### src/rtl/perf_pkg.sv
// perf_pkg: shared types and helpers for the pipeline performance monitor.
// Holds the run/readout state encodings and the readout index width helper.
package perf_pkg;

  typedef enum logic [1:0] {
    IDLE = 2'd0,
    RUN  = 2'd1,
    DONE = 2'd2
  } run_state_t;

  typedef enum logic {
    RD_IDLE   = 1'b0,
    RD_STREAM = 1'b1
  } rd_state_t;

  // Width of the readout index: one word for the cycle count plus one per event.
  function automatic int idx_width(input int num_events);
    return (num_events < 1) ? 1 : $clog2(num_events + 1);
  endfunction

endpackage

### src/rtl/perf_counter.sv
// perf_counter: one CNT_WIDTH event counter with enable and synchronous clear.
// Build option PERF_OVERFLOW_EN: defined -> wrap to 0 and raise a sticky ovf_o;
// undefined -> saturate at all-ones with ovf_o tied low.
module perf_counter #(
  parameter int CNT_WIDTH = 32
) (
  input  logic                 clk_i,
  input  logic                 rst_i,
  input  logic                 clr_i,
  input  logic                 en_i,
  output logic [CNT_WIDTH-1:0] cnt_o,
  output logic                 ovf_o
);

  localparam logic [CNT_WIDTH-1:0] ALL_ONES = '1;

`ifdef PERF_OVERFLOW_EN
  // Modular increment; the wrap itself is flagged separately.
  function automatic logic [CNT_WIDTH-1:0] next_count(input logic [CNT_WIDTH-1:0] c);
    return c + CNT_WIDTH'(1);
  endfunction

  // Count with wrap-around; the overflow flag is sticky until clear or reset.
  always_ff @(posedge clk_i or negedge rst_i) begin
    if (!rst_i) begin
      cnt_o <= '0;
      ovf_o <= 1'b0;
    end else if (clr_i) begin
      cnt_o <= '0;
      ovf_o <= 1'b0;
    end else if (en_i) begin
      cnt_o <= next_count(cnt_o);
      if (cnt_o == ALL_ONES) ovf_o <= 1'b1;
    end
  end
`else
  // Saturating increment: holds at all-ones instead of wrapping.
  function automatic logic [CNT_WIDTH-1:0] next_count(input logic [CNT_WIDTH-1:0] c);
    return (c == ALL_ONES) ? c : c + CNT_WIDTH'(1);
  endfunction

  // Count with saturation; no overflow tracking in this build.
  always_ff @(posedge clk_i or negedge rst_i) begin
    if (!rst_i) begin
      cnt_o <= '0;
    end else if (clr_i) begin
      cnt_o <= '0;
    end else if (en_i) begin
      cnt_o <= next_count(cnt_o);
    end
  end

  assign ovf_o = 1'b0;
`endif

endmodule

### src/rtl/pipe_perf_monitor.sv
// pipe_perf_monitor: counts RUN cycles and NUM_EVENTS pipeline event strobes,
// stops after MAX_CYCLES (0 = unlimited), and streams a snapshot of all
// counters over a valid/ready port (word 0 = cycles, word k+1 = event k).
// Build option PERF_OVERFLOW_EN selects wrap+sticky-overflow vs saturation.
module pipe_perf_monitor
  import perf_pkg::*;
#(
  parameter int          NUM_EVENTS = 2,
  parameter int          CNT_WIDTH  = 32,
  parameter int unsigned MAX_CYCLES = 64
) (
  input  logic                                 clk_i,
  input  logic                                 rst_i,
  input  logic                                 start_i,
  input  logic                                 clear_i,
  input  logic [NUM_EVENTS-1:0]                event_i,
  input  logic                                 snap_req_i,
  input  logic                                 rd_ready_i,
  output logic                                 rd_valid_o,
  output logic [CNT_WIDTH-1:0]                 rd_data_o,
  output logic [idx_width(NUM_EVENTS)-1:0]     rd_idx_o,
  output logic                                 rd_last_o,
  output logic                                 snap_busy_o,
  output logic                                 running_o,
  output logic                                 done_o,
  output logic [NUM_EVENTS:0]                  ovf_o
);

  localparam int                   NW        = NUM_EVENTS + 1;
  localparam int                   IDX_W     = idx_width(NUM_EVENTS);
  localparam logic [IDX_W-1:0]     LAST_IDX  = IDX_W'(NUM_EVENTS);
  localparam bit                   BUDGET_EN = (MAX_CYCLES != 0);
  localparam logic [CNT_WIDTH-1:0] LAST_CYC  =
    CNT_WIDTH'((MAX_CYCLES == 0) ? 0 : MAX_CYCLES - 1);

  run_state_t           run_q, run_d;
  rd_state_t            rd_q, rd_d;
  logic [IDX_W-1:0]     idx_q;
  logic [CNT_WIDTH-1:0] live   [NW];
  logic [CNT_WIDTH-1:0] shadow [NW];
  logic [NW-1:0]        cnt_en;
  logic                 in_run;
  logic                 snap_take;
  logic                 last_xfer;

  assign in_run    = (run_q == RUN);
  assign snap_take = (rd_q == RD_IDLE) && snap_req_i;
  assign last_xfer = (rd_q == RD_STREAM) && rd_ready_i && (idx_q == LAST_IDX);

  assign cnt_en[0]    = in_run;
  assign cnt_en[NW-1:1] = {NUM_EVENTS{in_run}} & event_i;

  // Slot 0 counts run cycles, slot k+1 counts event k.
  for (genvar g = 0; g < NW; g++) begin : gen_cnt
    perf_counter #(.CNT_WIDTH(CNT_WIDTH)) u_cnt (
      .clk_i (clk_i),
      .rst_i (rst_i),
      .clr_i (clear_i),
      .en_i  (cnt_en[g]),
      .cnt_o (live[g]),
      .ovf_o (ovf_o[g])
    );
  end

  // Run FSM state register.
  always_ff @(posedge clk_i or negedge rst_i) begin
    if (!rst_i) run_q <= IDLE;
    else        run_q <= run_d;
  end

  // Run FSM next state: clear wins; RUN ends on the edge that counts cycle MAX_CYCLES.
  always_comb begin
    run_d = run_q;
    if (clear_i) begin
      run_d = IDLE;
    end else begin
      case (run_q)
        IDLE:    if (start_i) run_d = RUN;
        RUN:     if (BUDGET_EN && (live[0] == LAST_CYC)) run_d = DONE;
        DONE:    run_d = DONE;
        default: run_d = IDLE;
      endcase
    end
  end

  // Run FSM outputs decoded from the registered state.
  always_comb begin
    running_o = (run_q == RUN);
    done_o    = (run_q == DONE);
  end

  // Readout FSM state register.
  always_ff @(posedge clk_i or negedge rst_i) begin
    if (!rst_i) rd_q <= RD_IDLE;
    else        rd_q <= rd_d;
  end

  // Readout FSM next state: requests while streaming are dropped.
  always_comb begin
    rd_d = rd_q;
    case (rd_q)
      RD_IDLE:   if (snap_req_i) rd_d = RD_STREAM;
      RD_STREAM: if (last_xfer)  rd_d = RD_IDLE;
      default:   rd_d = RD_IDLE;
    endcase
  end

  // Word index: restarts at 0 for each stream, steps on every accepted word.
  always_ff @(posedge clk_i or negedge rst_i) begin
    if (!rst_i) begin
      idx_q <= '0;
    end else if (rd_q == RD_IDLE) begin
      idx_q <= '0;
    end else if (rd_ready_i) begin
      idx_q <= (idx_q == LAST_IDX) ? '0 : idx_q + IDX_W'(1);
    end
  end

  // Shadow capture takes pre-edge live values, independent of later clears.
  always_ff @(posedge clk_i or negedge rst_i) begin
    if (!rst_i) begin
      for (int i = 0; i < NW; i++) shadow[i] <= '0;
    end else if (snap_take) begin
      for (int i = 0; i < NW; i++) shadow[i] <= live[i];
    end
  end

  // Readout outputs; data is forced to 0 outside a stream.
  always_comb begin
    rd_valid_o  = (rd_q == RD_STREAM);
    snap_busy_o = (rd_q == RD_STREAM);
    rd_idx_o    = idx_q;
    rd_last_o   = (rd_q == RD_STREAM) && (idx_q == LAST_IDX);
    rd_data_o   = '0;
    for (int i = 0; i < NW; i++) begin
      if ((rd_q == RD_STREAM) && (idx_q == IDX_W'(i))) rd_data_o = shadow[i];
    end
  end

endmodule
### config.mk
export PLATFORM = sky130hd
export DESIGN_NAME = pipe_perf_monitor
export DESIGN_NICKNAME = d
export VERILOG_FILES = /design/src/rtl/perf_pkg.sv /design/src/rtl/perf_counter.sv /design/src/rtl/pipe_perf_monitor.sv
export SDC_FILE = /design/constraint.sdc
export NUM_CORES = 1
export LEC_CHECK = 0
export ABC_AREA = 1
export CAP_MARGIN = 5
export CORE_MARGIN = 2
export CORE_UTILIZATION = 55
export DETAILED_ROUTE_END_ITERATION = 8
export PLACE_DENSITY = 0.77
export SLEW_MARGIN = 20
export SYNTH_ARGS = -nofsm -noshare
export SYNTH_HDL_FRONTEND = slang
export SYNTH_SLANG_ARGS = --single-unit
### constraint.sdc
create_clock -name clk_i -period 2.03 [get_ports clk_i]
set_clock_uncertainty 0.2 [all_clocks]
set_input_delay 0.3045 -clock clk_i [delete_from_list [all_inputs] [get_ports clk_i]]
set_output_delay 0.3045 -clock clk_i [all_outputs]
set_load 0.005 [all_outputs]
==> results of run 1 <==
[kinds of logic (layout without fill, tap and decap cells)]
logic type / count (synthesis) / in the layout
mux: 22 / 22
compound gates: 170 / 170
fa+ha+maj: 6 / 6
xor+xnor: 30 / 30
buf+inv: 180 / 356
simple gates: 898 / 898
other cells: 1 / 3
flops: 197 / 197
[power by group]
| group | internal, W | switching [W] | leakage (nW) | total, W |
|---|---|---|---|---|
| combinational | 0.00158 | 0.00181 | 3.66 | 0.00339 |
| sequential | 0.00407 | 0.000171 | 2.73 | 0.00424 |
| clock | 0.00176 | 0.00170 | 0.291 | 0.00346 |
[registers in the layout (all words and copies together) (netlist names)]
| signal | flops |
|---|---|
| rd_idx_o | 2 |
| shadow | 96 |
| gen_cnt.u_cnt.cnt_o | 96 |
| run_q | 2 |
| rd_valid_o | 1 |
[worst paths after layout]
path | startpoint | end | slack (ns)
max | rd_idx_o[1] | rd_data_o[16] | -0.33
min | rst_i | shadow[3] | 0.18
max reg2reg | gen_cnt[1].u_cnt.cnt_o[1] | gen_cnt[1].u_cnt.cnt_o[15] | 0.01
min reg2reg | shadow[55] | shadow[55] | 0.30
max in group asynchronous | rst_i | shadow[94] | 0.74
min in group clk_i | start_i | run_q[0] | 0.24
[critical path: stages (launching register included)]
cell	delay, ns
dfrtp_1	0.41
buf_6	0.14
nor3_4	0.21
buf_6	0.14
buf_6	0.12
buf_16	0.14
nand2_4	0.05
nand3_2	0.08
buf_2	0.11
[metal layers]
layer  global-route usage (%)  wire length [um]  vias to the layer above
met2                     53.3             16700                      587
met4                     14.4              1530                        0
li1                         -                 -                     5088
met3                     7.52              3500                      137
met1                     44.0             13500                     5112
met5                        0                 0                        -
[placed cells by master (no fill, tap or decap), types with 13 or more instances in the layout]
master / count
nand3_2: 36
mux2_2: 22
nand2_1: 512
o21ai_1: 27
nand3_1: 101
buf_6: 33
nand2_2: 32
clkbuf_16: 22
o21ai_0: 132
buf_4: 104
xor2_1: 24
nor2_1: 147
nand2_4: 25
buf_2: 28
inv_1: 120
nor2_4: 13
dfrtp_1: 193
[through the flow]
stage / power [W] / hold slack [ns]
2_1_floorplan: 0.00517 / -0.191
3_5_place_dp: 0.00613 / 0.105
3_3_place_gp: 0.00611 / 0.102
5_1_grt: 0.0115 / 0.219
4_1_cts: 0.0106 / 0.198
6_report: 0.0111 / 0.184
[layout make-up]
class,count,area [um2]
well taps,265,332
clock buffers,18,429
flip-flops and latches,197,4930
repair buffers,199,1860
multi-input cells,1129,5730
fillers,1404,5420
inverters,125,472
clock inverters,14,158
[what timing repair did]
item                       CTS  global route
setup buffers               28            19
setup endpoints to repair   39           110
cloned                       6             6
hold endpoints to repair    45             0
hold buffers                 1             0
pin swaps                   22            34
gates resized for setup    209           150
==> reports/results.txt, run 1 <==
design area -> 13900 um2
Cells after Synth -> 1504
status -> complete, but fails checks
sequential share of the synthesized area -> 45.7%
fin. max-slew vios -> 0
crit path time final -> 2.36 ns
Via Count -> 10.9k
Worst-path clk slew -> 0.08 ns
DR iter-0 viols -> 1166
drt pass-1 iters -> 8
Place WS -> -0.123 ns
Core Region -> 19300 um2
final non-filler cell total -> 1947
DP Cell Count -> 1858
drt drc -> 0
Placer Congestion -> 0.964
violated checks -> setup timing
Worst EP required -> 1.53 ns
clk root buf -> clkbuf_16
Post-synth EDFFs -> 0
share of the synthesized area in the top cell type -> 45.7%
CTS tree -> built
P per Cell Area -> 797 nW/um2
worst hold path class -> in -> async
fmax -> 423 MHz
LEAKAGE -> 6.68 nW
largest family of logic cells by synthesized area -> simple AND/OR/NAND/NOR gates
clk_lat worst skew -> 0.45 ns
Die Y -> 144 um
Distinct cells, synth -> 32
cells on worst reg2reg path -> 10
Post-DP Area -> 12200 um2
max-cap check violation count -> 0
mux share of post-synthesis cell area -> 2.30%
I/O Buffers -> 46
Routed WL -> 35200 um
#FFs+latches synth -> 197
Starting Density -> 55.8%
TNS Setup -> -8.71 ns
Post-Synth XOR/XNOR Area -> 2.44%
CTS max path bufs -> 2
CTS H-tree depth -> 4
Area contributors post-synth -> dfrtp_1, nand2_1, o21ai_0
dominant cell by count in the synthesized netlist -> nand2_1
Crit Path Class -> reg -> out
Final Hold Vio Count -> 0
Compound-Gate Fraction of Synth Area -> 8.04%
Detail Route Antenna Nets -> 0
Avg Synthesized Cell Area -> 7.17 um2
# nets final -> 1683
WL per Instance -> 18.1 um
total gr overflow -> 0
die area -> 20700 um2
Most used DFF post-synth -> dfrtp_1
Setup Viol. Count Final -> 32
RSZ-0062 raised after global routing -> true
Post-Synth Simple-Gate Area -> 34.0%
first-pass GRT wire length -> 53000 um
routed vias/inst -> 5.61
crit path DAT -> 1.86 ns
Final WS setup -> -0.334 ns
boundary pin count -> 50
Cell Area, Synth -> 10800 um2
Adder-Cell Fraction of Synth Area -> 0.696%
Area growth, synth to finish -> 29.0%
Commonest cells post-synth -> nand2_1, dfrtp_1, nor2_1
layout cell share with drive strength beyond 1 -> 22.9%
Synth area leader -> dfrtp_1
Die Wd -> 144 um
final period utilization -> 116%
largest net degree at the start of global routing -> 52
clock sink total -> 197
ant diodes -> 0
yosys synthesis warning count -> 0
Cell Rows -> 51
share of flip-flops with an asynchronous set or reset -> 100%
DP Wirelength -> 23200 um
Max VDD drop -> 0.601 mV
vias in the first global route -> 10.1k
Critical Path End Type -> primary output
worst-path fanout max -> 6
Total Routing Usage GR -> 33.4%
final design utilization -> 72.0%
CP Launch Type -> flop
Inserted Clock Buffers -> 17
initial antenna violation count -> 0
No activity file was read; power rests on OpenSTA's default activity.
==> run 2, diff against run 1 <==
- CORE_UTILIZATION: 55 -> 60
- CTS_BUF_LIST: unset -> sky130_fd_sc_hd__clkbuf_8
- PLACE_DENSITY: 0.77 -> 0.79
- clock period: 2.03 -> 2.9 ns (I/O delays scaled with it)
==> run 2 against run 1 <==
  * The flow now finishes without violations
  * Worst hold slack improved by 0.11 ns
  * Utilization down 4.1 points
  * Final area decreased by 13%
  * Critical path depth down 2
  * Critical endpoint is now rd_data_o[20]
  * First-iteration DRC count down 8.9%
  * Die area down 8.1%
  * Cell count fell by 8.3%
  * Combinational power is 62% lower
  * Sequential share of layout area is 5.4 points higher
==> reports/results.txt, run 2 (same netlist as run 1, synthesis figures left out) <==
first-pass GRT wire length -> 47800 um (was 53000 um)
most common cell after layout, fill and taps aside -> nand2_1 (unchanged)
clock sink total -> 197 (unchanged)
P per Cell Area -> 500 nW/um2 (was 797 nW/um2)
Routed WL -> 29300 um (was 35200 um)
Total Routing Usage GR -> 31.3% (was 33.4%)
most frequent cells in the layout -> nand2_1, dfrtp_1, nor2_1 (unchanged)
die area -> 19100 um2 (was 20700 um2)
DR iter-0 viols -> 1062 (was 1166)
Post-DP Area -> 11500 um2 (was 12200 um2)
Final WS setup -> 0.0759 ns (was -0.334 ns)
fmax -> 354 MHz
max-cap check violation count -> 0 (unchanged)
Die Y -> 138 um (was 144 um)
I/O Buffers -> 46 (unchanged)
Inserted Clock Buffers -> 17 (unchanged)
# nets final -> 1558 (was 1683)
boundary pin count -> 50 (unchanged)
initial antenna violation count -> 0 (unchanged)
final period utilization -> 97.4%
CP Launch Type -> flop (unchanged)
clk root buf -> clkbuf_8 (was clkbuf_16)
routed vias/inst -> 5.51 (was 5.61)
crit path time final -> 2.82 ns
design area -> 12100 um2 (was 13900 um2)
Core Region -> 17800 um2 (was 19300 um2)
Critical-path top delay cell -> clkdlybuf4s50_1 (was dfrtp_1)
Starting Density -> 60.6% (was 55.8%)
CP Cell Sequence -> nor3_4, buf_12, buf_2, nand2_1, nand3_1, clkdlybuf4s50_1 (was buf_6, nor3_4, buf_6, buf_6, buf_16, nand2_4, nand3_2, buf_2)
final design utilization -> 67.9% (was 72.0%)
Final Hold Vio Count -> 0 (unchanged)
drt pass-1 iters -> 6 (was 8)
Max VDD drop -> 1.14 mV (was 0.601 mV)
Critical Path End Type -> primary output (unchanged)
Worst-path clk slew -> 0.12 ns (was 0.08 ns)
Die Wd -> 138 um (was 144 um)
max incr delay on CP -> 0.50 ns (was 0.41 ns)
status -> complete, no violations (was complete, but fails checks)
Reg area -> 4930 um2 (about the same)
Crit Path Class -> reg -> out (unchanged)
largest net degree at the start of global routing -> 65 (was 52)
total gr overflow -> 0 (unchanged)
crit path DAT -> 2.19 ns (was 1.86 ns)
worst-path fanout max -> 5 (was 6)
Slew @ Worst Pin -> 0.529 ns
Worst EP required -> 2.27 ns (was 1.53 ns)
biggest regs -> gen_cnt.u_cnt.cnt_o (96), shadow (96) (unchanged)
layout cell share with drive strength beyond 1 -> 7.64% (was 22.9%)
Cell Rows -> 49 (was 51)
# fillers -> 1506 (was 1404)
Detail Route Antenna Nets -> 0 (unchanged)
Area growth, synth to finish -> 11.9% (was 29.0%)
Place WS -> 0.441 ns (was -0.123 ns)
Placer Congestion -> 0.972 (was 0.964)
vias in the first global route -> 8997 (was 10.1k)
fin. max-slew vios -> 0 (unchanged)
CTS tree -> built (unchanged)
RSZ-0062 raised after global routing -> true (unchanged)
LEAKAGE -> 5.36 nW (was 6.68 nW)
CTS H-tree depth -> 4 (unchanged)
ant diodes -> 0 (unchanged)
DP Wirelength -> 21800 um (was 23200 um)
CTS max path bufs -> 2 (unchanged)
clk_lat worst skew -> 0.48 ns (was 0.45 ns)
Setup Viol. Count Final -> 0 (was 32)
Slew headroom -> 64.7%
WL per Instance -> 16.4 um (was 18.1 um)
worst hold path class -> in -> async (unchanged)
multi-input logic area -> 5160 um2 (was 5730 um2)
drt drc -> 0 (unchanged)
Via Count -> 9843 (was 10.9k)
## run 2: cell types whose count changed in the layout (fill, tap and decap cells not counted), moves of 27 or more
cell / delta
clkdlybuf4s50_1: +36
buf_4: -91
buf_2: -27
nand3_1: +36
nand2_1: +50
nand3_2: -36
buf_6: -29
## run 2: cell type report
| type | instances | share of cell area, % |
|---|---|---|
| clock buffer | 17 | 1.94 |
| clock inverter | 15 | 1.50 |
| timing repair buffer | 74 | 6.65 |
| inverter | 125 | 3.89 |
| sequential | 197 | 40.9 |
| tap | 229 | 2.37 |
| multi-input combinational | 1129 | 42.8 |
## run 2: per-stage QoR
step                      total power, W  hold WS [ns]  setup TNS [ns]  instances
after floorplan                  0.00362       -0.0606               0       1506
after global routing             0.00629         0.328         -0.0220       1786
after CTS                        0.00592         0.301               0       1781
after detailed placement         0.00412         0.253               0       1748
final                            0.00603         0.295               0       1786
after global placement           0.00410         0.257               0       1748
## run 2: path summary, 6_finish.rpt
check	startpoint	endpoint	slack (ns)	cells past startpoint
min	rst_i	shadow[67]	0.30	2
min in group clk_i	shadow[78]	shadow[78]	0.30	2
max reg2reg	gen_cnt[2].u_cnt.cnt_o[1]	gen_cnt[2].u_cnt.cnt_o[21]	0.46	9
min reg2reg	shadow[78]	shadow[78]	0.30	2
max	rd_idx_o[0]	rd_data_o[20]	0.08	6
max in group asynchronous	rst_i	rd_idx_o[0]	1.40	3
## run 2: repair_timing
item	4_1_cts	5_1_grt
pin swaps	0	1
endpoints found under the hold margin	56	0
gates cloned	0	3
gates resized for setup	1	19
buffers inserted	0	2
hold buffers	1	0
setup endpoints to repair	3	32
## run 2: power by group
part	leakage, nW	internal, W	total, W	switching, W
registers	2.74	0.00285	0.00294	0.0000950
clock network	0.209	0.000668	0.00181	0.00114
logic	2.41	0.000465	0.00128	0.000816
total	5.36	0.00398	0.00603	0.00205
## run 2: layer usage
metal | global-route usage [%] | wire (um)
met1 | 46.1 | 13200
met2 | 48.8 | 13300
met3 | 4.43 | 2020
met4 | 9.34 | 739
met5 | 0 | 0
## run 2: critical path: cells and delay by family, from the launching register on
kind	cells	cell delay, ns
buf+inv	3	0.81
flops	1	0.46
simple gates	3	0.42
